--- config.mk ---
export PLATFORM = sky130hd
export DESIGN_NAME = deaggregator
export DESIGN_NICKNAME = d
export VERILOG_FILES = /design/src/rtl/deaggregator.sv
export SDC_FILE = /design/constraint.sdc
export NUM_CORES = 1
export LEC_CHECK = 0
export CORE_MARGIN = 1
export CORE_UTILIZATION = 51
export DETAILED_ROUTE_END_ITERATION = 8
export GPL_ROUTABILITY_DRIVEN = 0
export PLACE_DENSITY_LB_ADDON = 0.1
export SLEW_MARGIN = 20
export SYNTH_ARGS = -nofsm -noshare
export SYNTH_HDL_FRONTEND = slang
export SYNTH_SLANG_ARGS = --single-unit
--- constraint.sdc ---
create_clock -name clk -period 3.51 [get_ports clk]
set_input_delay 0.351 -clock clk [delete_from_list [all_inputs] [get_ports clk]]
set_output_delay 0.351 -clock clk [all_outputs]
set_load 0.01 [all_outputs]
--- src/rtl/deaggregator.sv ---
// deaggregator: unpacks wide words of FETCH_WIDTH lanes x DATA_WIDTH bits
// from a show-ahead FIFO and pushes them one lane per cycle, lane 0 (LSBs)
// first, into a narrow receiver FIFO. The number of valid lanes per word is
// programmable at run time and only changes on word boundaries.
//
// Ports:
//   clk                 single clock, all logic on posedge
//   rst_n               synchronous active-low reset
//   sender_data         wide word from upstream FIFO (valid when sender_empty_n)
//   sender_empty_n      upstream FIFO has data
//   sender_deq          pop upstream FIFO this cycle
//   receiver_data       current lane
//   receiver_full_n     downstream FIFO has space
//   receiver_enq        push receiver_data this cycle
//   change_fetch_width  one-cycle request to load a new lane count
//   input_fetch_width   requested lanes per word (0 or >FETCH_WIDTH clamp to FETCH_WIDTH)
//   receiver_last       (DEAGG_LAST_EN only) current lane is the last of its word
//
// Optional feature macro: DEAGG_LAST_EN adds the receiver_last output.
module deaggregator #(
  parameter int DATA_WIDTH  = 8,
  parameter int FETCH_WIDTH = 2,
  parameter int CNT_W       = $clog2(FETCH_WIDTH + 1)
) (
  input  logic                              clk,
  input  logic                              rst_n,
  input  logic [FETCH_WIDTH*DATA_WIDTH-1:0] sender_data,
  input  logic                              sender_empty_n,
  output logic                              sender_deq,
  output logic [DATA_WIDTH-1:0]             receiver_data,
  input  logic                              receiver_full_n,
  output logic                              receiver_enq,
  input  logic                              change_fetch_width,
  input  logic [CNT_W-1:0]                  input_fetch_width
`ifdef DEAGG_LAST_EN
  ,
  output logic                              receiver_last
`endif
);

  localparam logic [CNT_W-1:0] FW = CNT_W'(FETCH_WIDTH);

  typedef enum logic {
    EMPTY = 1'b0,
    SEND  = 1'b1
  } state_t;

  state_t                          state, state_nxt;
  logic [FETCH_WIDTH*DATA_WIDTH-1:0] hold;
  logic [CNT_W-1:0]                idx;
  logic [CNT_W-1:0]                act_w;
  logic [CNT_W-1:0]                pend_w;
  logic                            pend_v;
  logic                            hold_valid;
  logic                            last;
  logic [CNT_W-1:0]                req_w;

  assign hold_valid = (state == SEND);
  assign last       = (idx == act_w - CNT_W'(1));
  assign req_w      = ((input_fetch_width == '0) || (input_fetch_width > FW)) ?
                      FW : input_fetch_width;

  // State register
  always_ff @(posedge clk) begin
    if (!rst_n) state <= EMPTY;
    else        state <= state_nxt;
  end

  // Next-state logic
  always_comb begin
    state_nxt = state;
    case (state)
      EMPTY: if (sender_deq) state_nxt = SEND;
      SEND:  if (receiver_enq && last && !sender_deq) state_nxt = EMPTY;
      default: state_nxt = EMPTY;
    endcase
  end

  // Outputs; sender_deq is gated by rst_n so nothing is popped during reset
  always_comb begin
    receiver_enq = hold_valid & receiver_full_n;
    sender_deq   = rst_n & sender_empty_n & (!hold_valid | (receiver_enq & last));
    receiver_data = '0;
    for (int unsigned i = 0; i < FETCH_WIDTH; i++) begin
      if (idx == CNT_W'(i)) receiver_data = hold[i*DATA_WIDTH +: DATA_WIDTH];
    end
`ifdef DEAGG_LAST_EN
    receiver_last = hold_valid & last;
`endif
  end

  // Datapath: word holding register, lane index and width bookkeeping
  always_ff @(posedge clk) begin
    if (!rst_n) begin
      hold   <= '0;
      idx    <= '0;
      act_w  <= FW;
      pend_w <= FW;
      pend_v <= 1'b0;
    end else begin
      if (sender_deq) begin
        hold <= sender_data;
        idx  <= '0;
      end else if (receiver_enq) begin
        // Index parks at 0 when a word finishes without a successor
        idx <= last ? '0 : idx + CNT_W'(1);
      end
      // Width only switches on a word load or while idle; a request in the
      // same cycle is applied at the following opportunity (last request wins)
      if (pend_v && (sender_deq || !hold_valid)) begin
        act_w  <= pend_w;
        pend_v <= 1'b0;
      end
      if (change_fetch_width) begin
        pend_w <= req_w;
        pend_v <= 1'b1;
      end
    end
  end

endmodule

==> impl_summary.log, run 1 <==
[metrics] largest net degree at the start of global routing: 45
[metrics] number of nets in the final layout: 202
[metrics] area growth from synthesis to layout: 28.7%
[metrics] total clock buffers created by CTS: 3
[metrics] unique cell type count in the Yosys netlist: 28
[metrics] worst-path cell chain: clkdlybuf4s50_1 > nand4b_1 > mux2i_2 > a21o_1 > and2_1 > clkdlybuf4s50_1
[metrics] final worst hold slack: 0.466 ns
[metrics] overflow left after global routing: 0
[metrics] static leakage power: 0.614 nW
[metrics] width of the die: 50.8 um
[metrics] Worst-Margin Slew: 0.461 ns
[metrics] unrepaired setup endpoints after global routing: no
[metrics] Via density: 5.13
[metrics] Net Sw Power: 0.135 mW
[metrics] GR Util met1: 28.7%
[metrics] critical path buffer and inverter count: 2
[metrics] crit path kind: input pin to output port
[metrics] Mean Syn Cell Area: 8.27 sq um
[metrics] Hold Path Cell Cnt: 2
[metrics] number of antenna violations at the first check in global routing: 0
[metrics] instance count of the mapped netlist: 147
[metrics] met2 global-route usage: 35.8%
[metrics] power share of the clock group: 25.4%
[metrics] full die area: 2580 sq um
[metrics] final-report setup violation count: 0
[metrics] first drt pass iteration count: 4
[metrics] power density normalized to cell area: 351 nW/um^2
[metrics] clock tree root buffer cell: sky130_fd_sc_hd__clkbuf_4
[metrics] TritonCTS Sinks: 24
[metrics] share of total power in sequential cells: 54.6%
[metrics] die extent in y: 50.8 um
[metrics] share of post-route cells with drive strength above 1: 5.68%
[metrics] arrival time of data at the critical path endpoint: 2.14 ns
[metrics] CP max FO: 6
[metrics] cts repair resizes: 0
[metrics] starting density of the core: 54.5%
[metrics] clock period minus worst slack: 2.49 ns
[metrics] post-synthesis instance area: 1220 sq um
[metrics] endpoints failing hold: 0
[metrics] delay of the slowest cell on the worst path: 0.54 ns
[metrics] number of vias in the routed layout: 1,046
[metrics] status: finished clean
[metrics] global-route usage over all layers: 21.7%
[metrics] Most common cell on crit path: sky130_fd_sc_hd__clkdlybuf4s50_1
[metrics] filler cell count: 200
[metrics] buffer count from post-CTS setup fixing: 0
[metrics] sequential element share of the synthesized area: 39.5%
[metrics] depth of the critical timing path with buffers and inverters included: 6
[metrics] launching element type of the critical path: input pin
[metrics] gr busiest metal: met2
[metrics] hold-fix buffer count after cts: 0
[metrics] Routed Wire Length: 2.43 mm
[metrics] CP endpoint kind: output port
[metrics] number of max-slew violations in the final report: 0
[metrics] worst min path class: register to register
[metrics] number of synthesized register bits: 24
[metrics] clock edge transition at the registers on the reported setup and hold paths: 0.12 ns
[metrics] top-level I/O count: 33
[metrics] per-cell routed wire length: 11.9 um
[metrics] residual DRC count: 0
[metrics] CP max-delay cell: sky130_fd_sc_hd__clkdlybuf4s50_1
[metrics] Max VDD drop: 0.218 mV
[metrics] violation count after the first detailed-route iteration: 19
[metrics] clock latency at the later pin of the worst-skew pair: 0.30 ns
[metrics] share of the clock period used by the worst path after layout: 71.0%
[metrics] TNS Setup: 0 ns
[metrics] post-route antenna net violation count: 0
[metrics] buffers added on ports: 32
[metrics] global routing met3 resource utilization: 3.57%
[metrics] placed wire-length estimate after detailed placement: 1.77 mm
[metrics] Max Clock Skew: 0.00192 ns
[metrics] H-tree depth: 1
[metrics] number of global-route vias before repair: 983
[metrics] Register Area: 480 sq um
[metrics] Switching Fraction: 24.6%
[metrics] buffer levels on the longest clock path: 2
[metrics] Yosys Warn Count: 0
[metrics] number of antenna cells inserted: 0
[metrics] P_int: 0.414 mW
[metrics] data required time at the worst endpoint: 3.16 ns
[metrics] max-cap violation count: 0
[metrics] combinational power share: 20.0%
[metrics] Max Clock Freq: 401 MHz
[metrics] Floorplan Core Area: 2230 sq um
[metrics] multi-input logic area: 656 sq um
[metrics] Register-to-Register Path Depth: 5
[metrics] Rows: 17
[metrics] top cell family by delay on the critical path: buffers and inverters
[metrics] TritonCTS clock tree: built
[metrics] wire length of the first global-routing pass: 4.23 mm
[metrics] Max transition margin: 69.3%
[metrics] Post-Syn Nets: 172
==> cells in the mapped netlist <==
| cell | number | area share [%] |
|---|---|---|
| sky130_fd_sc_hd__ha_1 | 2 | 2.1 |
| sky130_fd_sc_hd__o21ai_0 | 9 | 3.7 |
| sky130_fd_sc_hd__buf_6 | 1 | 0.93 |
| sky130_fd_sc_hd__nand4b_1 | 2 | 1.4 |
| sky130_fd_sc_hd__a2bb2oi_1 | 1 | 0.72 |
| sky130_fd_sc_hd__mux2i_2 | 1 | 1.1 |
| sky130_fd_sc_hd__and2_1 | 1 | 0.51 |
| sky130_fd_sc_hd__nor3_1 | 1 | 0.41 |
| sky130_fd_sc_hd__o211ai_1 | 3 | 1.9 |
| sky130_fd_sc_hd__a21o_1 | 1 | 0.62 |
| sky130_fd_sc_hd__xnor2_2 | 1 | 1.3 |
| sky130_fd_sc_hd__mux2i_1 | 17 | 14 |
| sky130_fd_sc_hd__nand3_1 | 2 | 0.82 |
| sky130_fd_sc_hd__inv_1 | 6 | 1.9 |
| sky130_fd_sc_hd__a21oi_1 | 2 | 0.82 |
| sky130_fd_sc_hd__dfxtp_1 | 24 | 40 |
| sky130_fd_sc_hd__nand2b_1 | 2 | 1.0 |
| sky130_fd_sc_hd__nor2_1 | 2 | 0.62 |
| sky130_fd_sc_hd__clkbuf_1 | 7 | 2.2 |
| sky130_fd_sc_hd__nand2_1 | 50 | 15 |
| sky130_fd_sc_hd__nor2b_1 | 1 | 0.51 |
| sky130_fd_sc_hd__a31oi_1 | 1 | 0.51 |
| sky130_fd_sc_hd__nor3b_2 | 2 | 2.1 |
| sky130_fd_sc_hd__buf_12 | 1 | 1.6 |
| sky130_fd_sc_hd__o21a_1 | 4 | 2.5 |
| sky130_fd_sc_hd__a211oi_1 | 1 | 0.62 |
| sky130_fd_sc_hd__nand4_1 | 1 | 0.51 |
| sky130_fd_sc_hd__and4_1 | 1 | 0.72 |
==> layout by cell type (no fill, tap or decap), types with 2 or more instances in the layout <==
cell and n:
sky130_fd_sc_hd__buf_4 2, sky130_fd_sc_hd__ha_1 2, sky130_fd_sc_hd__mux2i_1 17, sky130_fd_sc_hd__clkbuf_4 3, sky130_fd_sc_hd__nand3_1 2, sky130_fd_sc_hd__o211ai_1 3
sky130_fd_sc_hd__inv_1 6, sky130_fd_sc_hd__o21a_1 4, sky130_fd_sc_hd__nor3b_2 2, sky130_fd_sc_hd__dfxtp_1 24, sky130_fd_sc_hd__clkdlybuf4s50_1 32, sky130_fd_sc_hd__nor2_1 2
sky130_fd_sc_hd__a21oi_1 2, sky130_fd_sc_hd__nand2b_1 2, sky130_fd_sc_hd__nand2_1 50, sky130_fd_sc_hd__nand4b_1 2, sky130_fd_sc_hd__o21ai_0 9
==> per-layer routing <==
metal | vias up | routed length [um]
met5 | - | 0
met4 | 0 | 16
met3 | 2 | 77
met2 | 21 | 1160
met1 | 478 | 1180
li1 | 545 | -
==> power by group through the flow <==
stage | combinational (mW) | sequential (mW) | clock, mW
finish | 0.110 | 0.300 | 0.140
CTS | 0.111 | 0.300 | 0.145
detailed placement | 0.110 | 0.306 | 0
floorplan | 0.0638 | 0.303 | 0
global route | 0.121 | 0.302 | 0.160
global placement | 0.107 | 0.305 | 0
==> through the flow <==
step	instance area [sq um]	util, %	std cells	total power, mW	setup slack, ns
final	1570	70.1	204	0.549	1.02
after global routing	1570	70.1	204	0.583	0.867
after CTS	1570	70.1	204	0.555	1.01
after detailed placement	1530	68.5	200	0.416	1.04
after global placement	1530	68.5	200	0.412	1.05
after floorplan	1220	-	147	0.367	1.68
==> tightest hold or removal path, stage by stage, from the launching register on <==
cell and delay (ns):
sky130_fd_sc_hd__dfxtp_1 0.33, sky130_fd_sc_hd__nand2_1 0.05, sky130_fd_sc_hd__mux2i_1 0.05
==> cell type report <==
type	count	area share [%]
multi-input combinational	108	41.9
inverter	6	1.44
tap	28	2.24
sequential	24	30.7
timing repair buffer	34	21.4
clock buffer	4	2.32
==> final timing paths <==
path / slack, ns / startpoint / to
max reg2reg: 1.69 / act_w[1] / hold[3]
min: 0.47 / hold[9] / hold[9]
max: 1.02 / receiver_full_n / sender_deq
min reg2reg: 0.47 / hold[9] / hold[9]
==> sequential cells by signal (all words and copies together) (netlist names) <==
name        flops
pend_v          1
idx             2
hold           16
act_w           2
hold_valid      1
pend_w          2
==> kinds of logic after synthesis <==
family	synth area share (%)
AO/OA/AOI/OAI	11.3
flip-flops	39.5
adder cells (fa/ha/maj)	2.06
XOR/XNOR	1.34
multiplexers	15.1
buffers and inverters	6.58
AND/OR/NAND/NOR	24.1
Note: power is estimated with default switching activity, not from simulation.
==> run 2, diff against run 1 <==
--- a/config.mk
+++ b/config.mk
@@ -6,7 +6,7 @@
 export NUM_CORES = 1
 export LEC_CHECK = 0
 export CORE_MARGIN = 1
-export CORE_UTILIZATION = 51
+export CORE_UTILIZATION = 47
 export DETAILED_ROUTE_END_ITERATION = 8
 export GPL_ROUTABILITY_DRIVEN = 0
 export PLACE_DENSITY_LB_ADDON = 0.1
==> constraint.sdc (replaced) <==
create_clock -name clk -period 2.3 [get_ports clk]
set_input_delay 0.23 -clock clk [delete_from_list [all_inputs] [get_ports clk]]
set_output_delay 0.23 -clock clk [all_outputs]
set_load 0.01 [all_outputs]
==> impl_summary.log, run 2 (same netlist as run 1, synthesis figures left out) <==
[metrics] status: finished clean
[metrics] top library cells by usage in the layout, fill and taps aside: sky130_fd_sc_hd__nand2_1 (50), sky130_fd_sc_hd__clkdlybuf4s50_1 (32), sky130_fd_sc_hd__dfxtp_1 (24), sky130_fd_sc_hd__mux2i_1 (17), sky130_fd_sc_hd__o21ai_0 (9)
[metrics] worst min path class: input pin to register
[metrics] wire length of the first global-routing pass: 3.88 mm (-8.3%)
[metrics] buffers added on ports: 32 (unchanged)
[metrics] number of antenna cells inserted: 0 (unchanged)
[metrics] startpoint of the tightest hold check path: sender_data[4]
[metrics] post-route antenna net violation count: 0 (unchanged)
[metrics] number of antenna violations at the first check in global routing: 0 (unchanged)
[metrics] violation count after the first detailed-route iteration: 19 (unchanged)
[metrics] Max Clock Freq: 459 MHz
[metrics] Rows: 18 (+1)
[metrics] arrival time of data at the critical path endpoint: 1.95 ns (-0.19 ns)
[metrics] H-tree depth: 1 (unchanged)
[metrics] max-cap violation count: 0 (unchanged)
[metrics] TritonCTS clock tree: built
[metrics] data required time at the worst endpoint: 2.07 ns (-1.09 ns)
[metrics] Worst-Margin Slew: 0.391 ns (-0.0695 ns)
[metrics] endpoints failing hold: 0 (unchanged)
[metrics] Max Clock Skew: 0.0149 ns (+0.0130 ns)
[metrics] global-route usage over all layers: 19.1% (-2.6 points)
[metrics] number of nets in the final layout: 204 (+0.99%)
[metrics] width of the die: 52.9 um (+4.0%)
[metrics] Via density: 5.14 (+0.34%)
[metrics] per-cell routed wire length: 11.5 um (-3.6%)
[metrics] number of vias in the routed layout: 1,065 (+1.8%)
[metrics] total clock buffers created by CTS: 3 (unchanged)
[metrics] area growth from synthesis to layout: 29.4%
[metrics] buffer levels on the longest clock path: 2 (unchanged)
[metrics] CP Launch Point: idx[1]
[metrics] placed wire-length estimate after detailed placement: 1.70 mm (-4.3%)
[metrics] first drt pass iteration count: 4 (unchanged)
[metrics] final worst hold slack: 0.463 ns (-0.00300 ns)
[metrics] Max transition margin: 73.9% (+4.6 points)
[metrics] commonest non-fill, non-tap cell in the layout: sky130_fd_sc_hd__nand2_1
[metrics] largest net degree at the start of global routing: 44 (-2.2%)
[metrics] Max VDD drop: 0.545 mV (+150%)
[metrics] starting density of the core: 49.5% (-4.9 points)
[metrics] number of global-route vias before repair: 949 (-3.5%)
[metrics] CP max FO: 3 (-3)
[metrics] overflow left after global routing: 0 (unchanged)
[metrics] TritonCTS Sinks: 24 (unchanged)
[metrics] clock edge transition at the registers on the reported setup and hold paths: 0.13 ns (about the same)
[metrics] full die area: 2800 sq um (+8.2%)
[metrics] worst-case setup slack after placement: 0.188 ns (-0.854 ns)
[metrics] crit path kind: register to output port
[metrics] clock latency at the later pin of the worst-skew pair: 0.31 ns (about the same)
[metrics] CP endpoint kind: output port
[metrics] top-level I/O count: 33 (unchanged)
[metrics] max FFs per register: 16 (unchanged)
[metrics] total power draw: 0.807 mW (+47%)
[metrics] Floorplan Core Area: 2450 sq um (+9.9%)
[metrics] worst reg2reg startpoint: idx[1]
[metrics] number of max-slew violations in the final report: 0 (unchanged)
[metrics] share of the clock period used by the worst path after layout: 94.8%
[metrics] final-report setup violation count: 0 (unchanged)
[metrics] static leakage power: 0.617 nW (+0.42%)
[metrics] final setup slack of the worst path: 0.120 ns (-0.898 ns)
[metrics] power density normalized to cell area: 513 nW/um^2 (+46%)
[metrics] share of post-route cells with drive strength above 1: 7.34% (+1.7 points)
[metrics] die extent in y: 52.9 um (+4.0%)
[metrics] Routed Wire Length: 2.37 mm (-2.2%)
[metrics] residual DRC count: 0 (unchanged)
[metrics] launching element type of the critical path: register
[metrics] Largest Register: hold
[metrics] clock tree root buffer cell: sky130_fd_sc_hd__clkbuf_4
[metrics] clock period minus worst slack: 2.18 ns
==> run 2: cell count changes in the layout (fill, tap and decap cells not counted), sizes merged <==
cell / delta
buf: +2
clkbuf: -1
==> run 2: through the flow <==
stage               setup TNS (ns)  instance area (sq um)  util, %  instances
floorplan                        0                   1220        -        147
global placement                 0                   1540     62.7        203
detailed placement               0                   1540     62.7        203
CTS                              0                   1560     63.6        206
global route              -0.00493                   1570     64.1        207
finish                           0                   1570     64.1        207
==> run 2: per-layer routing <==
metal | GRT usage [%] | vias up | wire length (um)
met3 | 5.17 | 2 | 80
met2 | 30.6 | 18 | 1080
met4 | 6.58 | 0 | 19
met5 | 0 | - | 0
met1 | 24.4 | 494 | 1200
li1 | - | 551 | -
==> run 2: final cells by class <==
type / count / area, sq um
clock buffer: 3 / 22.5
fill: 226 / 881
inverter: 6 / 22.5
multi-input combinational: 108 / 661
sequential: 24 / 480
tap: 30 / 37.5
timing repair buffer: 36 / 350
==> run 2: final timing paths <==
path                 to  slack [ns]  cells after the start
max          sender_deq        0.12                      5
min             hold[4]        0.46                      3
max reg2reg     hold[8]        0.70                      5
min reg2reg    hold[15]        0.47                      2
==> run 2: timing repair <==
action,in CTS,in global routing
hold buffers,0,0
setup buffers,0,1
setup endpoints to repair,0,9
resized for setup,0,2
==> run 2: worst max-delay path, stage by stage, from the launching register on <==
cell	delay [ns]
sky130_fd_sc_hd__dfxtp_1	0.37
sky130_fd_sc_hd__xnor2_2	0.21
sky130_fd_sc_hd__mux2i_2	0.26
sky130_fd_sc_hd__a21o_1	0.14
sky130_fd_sc_hd__and2_1	0.13
sky130_fd_sc_hd__clkdlybuf4s50_1	0.52
==> run 2: power breakdown <==
group / internal (mW) / switching, mW
clock network: 0.0612 / 0.119
logic: 0.0965 / 0.0731
registers: 0.441 / 0.0164
